<file path="config.mk">
export PLATFORM = sky130hd
export DESIGN_NAME = fifo_burst_drain
export DESIGN_NICKNAME = d
export VERILOG_FILES = /design/src/rtl/fifo_burst_pkg.sv /design/src/rtl/fifo_burst_drain.sv
export SDC_FILE = /design/constraint.sdc
export NUM_CORES = 1
export LEC_CHECK = 0
export CAP_MARGIN = 20
export CORE_AREA = 3 3 75 77
export DETAILED_ROUTE_END_ITERATION = 8
export DIE_AREA = 0 0 78 80
export GPL_ROUTABILITY_DRIVEN = 0
export PLACE_DENSITY = 0.88
export SLEW_MARGIN = 30
export SYNTH_ARGS = -nofsm -noshare
export SYNTH_HDL_FRONTEND = slang
export SYNTH_SLANG_ARGS = --single-unit
</file>
<file path="constraint.sdc">
create_clock -name clk_i -period 2.5 [get_ports clk_i]
set_input_delay 0.5 -clock clk_i [delete_from_list [all_inputs] [get_ports clk_i]]
set_output_delay 0.5 -clock clk_i [all_outputs]
set_load 0.005 [all_outputs]
</file>
<file path="src/rtl/fifo_burst_pkg.sv">
// Shared types for the burst-drain stage that sits behind the event/fault-record FIFO.
package fifo_burst_pkg;

   typedef enum logic [1:0] {
      IDLE      = 2'd0,
      DRAIN     = 2'd1,
      WAIT_LAST = 2'd2
   } state_e;

   // Shadow occupancy must represent every value from 0 up to depth inclusive.
   function automatic int occ_width(input int depth);
      return $clog2(depth) + 1;
   endfunction

endpackage

</file>
<file path="src/rtl/fifo_burst_drain.sv">
// Coalesces queued FIFO records into bursts (almost-full or timeout trigger) and drains them
// over a valid/ready stream, marking the final beat of each burst with last_o.
module fifo_burst_drain
   import fifo_burst_pkg::*;
#(
   parameter int  DATA_WIDTH = 32,
   parameter type dtype      = logic [DATA_WIDTH-1:0],
   parameter int  DEPTH      = 8,
   parameter int  MAX_BURST  = 4,
   parameter int  TIMEOUT    = 16
) (
   input  logic clk_i,
   input  logic rst_ni,
   input  logic flush_i,
   input  logic fifo_push_i,
   input  logic fifo_full_i,
   input  logic fifo_empty_i,
   input  logic fifo_alm_full_i,
   input  dtype fifo_data_i,
   output logic fifo_pop_o,
   output logic valid_o,
   input  logic ready_i,
   output dtype data_o,
   output logic last_o,
   output logic busy_o
);

   localparam int OCC_W = occ_width(DEPTH);
   localparam int TMR_W = $clog2(TIMEOUT) + 1;
   localparam logic [OCC_W-1:0] OCC_ONE  = OCC_W'(1);
   localparam logic [OCC_W-1:0] OCC_FULL = OCC_W'(DEPTH);
   localparam logic [OCC_W-1:0] CNT_LAST = OCC_W'(MAX_BURST - 1);
   localparam logic [TMR_W-1:0] TMR_ONE  = TMR_W'(1);
   localparam logic [TMR_W-1:0] TMR_LAST = TMR_W'(TIMEOUT - 1);

   state_e           r_state,    w_state_nxt;
   logic [TMR_W-1:0] r_timer,    w_timer_nxt;
   logic [OCC_W-1:0] r_beat_cnt, w_beat_nxt;
   logic [OCC_W-1:0] r_occ,      w_occ_nxt;
   dtype             r_data,     w_data_nxt;
   logic             r_valid,    w_valid_nxt;
   logic             r_last,     w_last_nxt;
   logic             w_pop;
   logic             w_push_acc;
   logic             w_hs;
   logic             w_last_cap;

   assign w_push_acc = fifo_push_i & ~fifo_full_i;
   assign w_hs       = r_valid & ready_i;
   // The popped beat closes the burst if it fills MAX_BURST or leaves the FIFO empty.
   assign w_last_cap = (r_beat_cnt == CNT_LAST) | ((r_occ == OCC_ONE) & ~w_push_acc);

   // State, counters and output register.
   always_ff @(posedge clk_i or negedge rst_ni) begin
      if (!rst_ni) begin
         r_state    <= IDLE;
         r_timer    <= '0;
         r_beat_cnt <= '0;
         r_occ      <= '0;
         r_data     <= '0;
         r_valid    <= 1'b0;
         r_last     <= 1'b0;
      end else begin
         r_state    <= w_state_nxt;
         r_timer    <= w_timer_nxt;
         r_beat_cnt <= w_beat_nxt;
         r_occ      <= w_occ_nxt;
         r_data     <= w_data_nxt;
         r_valid    <= w_valid_nxt;
         r_last     <= w_last_nxt;
      end
   end

   // Next-state, pop request and output-register update.
   always_comb begin
      w_state_nxt = r_state;
      w_timer_nxt = r_timer;
      w_beat_nxt  = r_beat_cnt;
      w_data_nxt  = r_data;
      w_valid_nxt = r_valid;
      w_last_nxt  = r_last;
      w_pop       = 1'b0;

      if (w_hs) begin
         w_valid_nxt = 1'b0;
         w_last_nxt  = 1'b0;
         w_data_nxt  = '0;
      end else begin
         w_valid_nxt = r_valid;
      end

      if (flush_i) begin
         w_state_nxt = IDLE;
         w_timer_nxt = '0;
         w_beat_nxt  = '0;
         w_valid_nxt = 1'b0;
         w_last_nxt  = 1'b0;
         w_data_nxt  = '0;
      end else begin
         case (r_state)
            IDLE: begin
               if (fifo_empty_i) begin
                  w_timer_nxt = '0;
               end else if (fifo_alm_full_i | (r_timer == TMR_LAST)) begin
                  w_state_nxt = DRAIN;
                  w_timer_nxt = '0;
                  w_beat_nxt  = '0;
               end else begin
                  w_timer_nxt = r_timer + TMR_ONE;
               end
            end
            DRAIN: begin
               w_pop = ~fifo_empty_i & (~r_valid | ready_i);
               if (w_pop) begin
                  w_data_nxt  = fifo_data_i;
                  w_valid_nxt = 1'b1;
                  w_last_nxt  = w_last_cap;
                  w_beat_nxt  = r_beat_cnt + OCC_ONE;
                  if (w_last_cap) begin
                     w_state_nxt = WAIT_LAST;
                  end else begin
                     w_state_nxt = DRAIN;
                  end
               end else if (fifo_empty_i & ~r_valid) begin
                  w_state_nxt = IDLE;
               end else begin
                  w_state_nxt = DRAIN;
               end
            end
            WAIT_LAST: begin
               if (w_hs & r_last) begin
                  w_state_nxt = IDLE;
                  w_timer_nxt = '0;
               end else begin
                  w_state_nxt = WAIT_LAST;
               end
            end
            default: begin
               w_state_nxt = IDLE;
            end
         endcase
      end
   end

   // Shadow occupancy of the upstream FIFO, saturating at both ends.
   always_comb begin
      w_occ_nxt = r_occ;
      if (flush_i) begin
         w_occ_nxt = '0;
      end else if (w_push_acc & ~w_pop & (r_occ != OCC_FULL)) begin
         w_occ_nxt = r_occ + OCC_ONE;
      end else if (~w_push_acc & w_pop & (r_occ != '0)) begin
         w_occ_nxt = r_occ - OCC_ONE;
      end else begin
         w_occ_nxt = r_occ;
      end
   end

   assign fifo_pop_o = w_pop;
   assign valid_o    = r_valid;
   assign data_o     = r_data;
   assign last_o     = r_last;
   assign busy_o     = (r_state != IDLE) | r_valid;

endmodule

</file>
==> impl_metrics.csv <==
group,metric,value,unit
status,outcome,"finished clean",
routing,routedWlPerCell,14.99,microns
global_routing,grt.total_usage,0.1854,
sta,min_period,2.420,ns
floorplan,die_height,80,microns
routing,drc,0,
synthesis,synth_enable_flop_cells,0,
pwr,p_int,1.245,mW
sta,tightest_slew,0.5504,ns
synthesis,synthAdderAreaFrac,0.03254,
clock_network,cts_hold_buf,0,
synthesis,async_flop_share,1.000,
routing,via_per_inst,5.408,
synthesis,yosysSeqAreaShare,0.5315,
pwr,ir_drop,248.4,uV
sta,min_period_over_period,0.9680,
sta,finalHoldViolCount,0,
worst_setup_path,crit_path_max_fanout,2,
pwr,power_switching,384.5,uW
synthesis,ys_types,44,
worst_setup_path,start_kind,"input pin",
floorplan,rows,26,
sta,fmax,413.2,MHz
clock_network,cts_tree,"yes",
synthesis,synth-compound-area-share,0.2256,
clock_network,cts_buffer_depth,2,
floorplan,fp.dieW,78,microns
worst_setup_path,critical_path_buf_inv_count,3,
pwr,seqPwrFrac,0.511,
sta,rsz0062_at_grt,"no",
worst_setup_path,worstPathArrival,1.92,ns
synthesis,syn_area,2307,sq um
sta,slew_violations,0,
run,max-cap-violations,0,
routing,wirelength,5.395,mm
routing,first_iter_violations,109,
synthesis,synthMuxAreaShare,0.01302,
clock_network,post_cts.repair.setup_buffers,0,
worst_setup_path,critPathSlowestCell,"clkdlybuf4s50_1",
pwr,p_per_area,496.4,nW/um^2
clock_network,clkTransAtPathRegs,0.09,ns
floorplan,core,5075,sq um
finish,layout_commonest_cell,"clkdlybuf4s50_1",
global_routing,grt_pass1_vias,1953,
clock_network,cts_max_level,2,
floorplan,die_area,6240,sq um
synthesis,synth-seq-cells,49,
finish,nFillCells,411,
routing,drt.antenna.violating_nets,0,
worst_setup_path,path_class,"input pin to output pin",
pwr,power_leakage,1.427,nW
global_routing,grt_overflow_total,0,
global_routing,grt_first_pass_wirelength,9.156,mm
placed_design,dp_slack,0.07652,ns
clock_network,clk-insertion-delay-late,0.30,ns
worst_setup_path,endpoint_kind,"output pin",
synthesis,synth_top_flop_cell,"dfrtp_1",
clock_network,post_cts_resized,0,
pwr,p_comb_frac,0.146,
finish,nets,335,
finish,final_cell_mix,"clkdlybuf4s50_1 (74), dfrtp_1 (49), a22o_1 (32), nor2_1 (16), nand2_1 (12)",
finish,num_antenna_cells,0,
synthesis,synth_nets,254,
floorplan,start_util,0.4546,
finish,syn_to_final_growth,42.30,%
synthesis,synthCells,208,
synthesis,yosys.area_share.xor_xnor,0.003796,
sta,fin_tns_setup,0,ns
worst_setup_path,cp_top_family,"buffers and inverters",
clock_network,numCtsBuffers,5,
global_routing,grt_max_degree,35,
placed_design,dp_cells,352,
finish,instances_no_fill,360,
pwr,p_sw_frac,0.2359,
synthesis,synth_top_family_by_area,"compound AO/OA/AOI/OAI gates",
worst_setup_path,cp.required,2.00,ns
sta,slew_headroom,0.6279,
clock_network,cts-root-buf,"clkbuf_8",
placed_design,io_buffers,75,
min_path,hold_path.class,"input pin to asynchronous set/reset pin",
routing,firstDrtPassIters,4,
worst_setup_path,cpPeakStageDelay,0.51,ns
worst_setup_path,crit_top_cell,"clkdlybuf4s50_1",
sta,fin_ws,0.08005,ns
sta,fin_worst_skew,0.005466,ns
routing,vias,1947,
finish,final_util,0.6469,
worst_setup_path,crit_chain,"clkdlybuf4s50_1 -> nor3b_4 -> nand3_4 -> clkinv_4 -> clkdlybuf4s50_1",
finish,layout-drive-gt1-share,0.1000,
placed_design,dp_hpwl,3.906,mm
synthesis,syn_area_per_cell,11.09,sq um
synthesis,synth-simple-area-share,0.1540,
floorplan,io_pins,76,
global_routing,antenna_found_initial,0,
sta,setup_violations,0,
clock_network,cts.sinks,49,
pwr,power_frac_clock,0.343,
synthesis,yosys_warnings,0,
## layout make-up
type	count	area [sq um]	area share
clock buffer	6	72.57	0.02210
clock inverter	2	38.79	0.01181
inverter	8	35.03	0.01067
multi-input combinational	140	989.7	0.3014
sequential	49	1226	0.3735
tap	70	87.58	0.02668
timing repair buffer	85	833.3	0.2538
## sequential cells by signal (all words and copies together) (netlist names)
register,count
valid_o,1
last_o,1
r_beat_cnt,4
data_o,32
r_timer,5
r_state,2
r_occ,4
## per-layer routing
layer,vias to the layer above,GRT usage,routed length [microns]
met2,68,0.3039,2596
met3,7,0.05418,355
li1,927,-,-
met1,945,0.2331,2360
met4,0,0.06818,82
met5,-,0,0
## power groups by stage
stage          combinational [mW]  sequential [mW]  clock [mW]
6_report                    0.238            0.833       0.559
5_1_grt                     0.263            0.837       0.614
4_1_cts                     0.240            0.833       0.582
3_5_place_dp                0.239            0.848           0
3_3_place_gp                0.234            0.848           0
2_1_floorplan              0.0988            0.846           0
## synth_stat cells, drive strengths merged (2+ instances only)
master	n	share of area
nand2b	8	0.023
or3	2	0.0054
a31oi	3	0.0081
a311o	2	0.0087
nand3	5	0.016
and3	2	0.0054
nor2b	3	0.011
a22o	32	0.12
or4	2	0.0065
a21oi	9	0.021
dfrtp	49	0.53
nor3b	2	0.014
o22ai	2	0.0054
nand2	12	0.020
mux2i	3	0.013
a22oi	2	0.0065
o21ai	14	0.030
inv	7	0.011
clkbuf	3	0.0049
nor3	3	0.011
nor2	16	0.026
ha	6	0.033
buf	8	0.020
## worst reg2reg max path: cells and delay by family (launching register included)
kind	cells	cell delay, ns
AO/OA/AOI/OAI	2	0.34
adder cells (fa/ha/maj)	2	0.41
flip-flops	1	0.41
AND/OR/NAND/NOR	3	0.83
## cells by family after synthesis
group,after synthesis
fa+ha+maj,6
xor+xnor,1
flops,49
mux,3
buf+inv,19
compound gates,70
simple gates,60
## worst paths after layout
path                               startpoint             to  slack [ns]  depth (start not counted)
worst min-delay path                   rst_ni       r_occ[1]        0.16                          1
worst max register to register     r_timer[0]     r_timer[0]        0.42                          7
min in group clk_i              r_beat_cnt[3]  r_beat_cnt[3]        0.47                          1
worst max-delay path                  flush_i     fifo_pop_o        0.08                          5
worst min register to register  r_beat_cnt[3]  r_beat_cnt[3]        0.47                          1
max in group asynchronous              rst_ni  r_beat_cnt[3]        1.76                          2
## metrics by stage
step	area, sq um	total power [mW]	hold WS, ns
detailed placement	3172	1.087	0.4605
CTS	3283	1.655	0.1648
global placement	3172	1.081	0.4595
global route	3283	1.713	0.1794
floorplan	2307	0.9446	0.2044
finish	3283	1.630	0.1611
(Power assumes the default switching activity.)
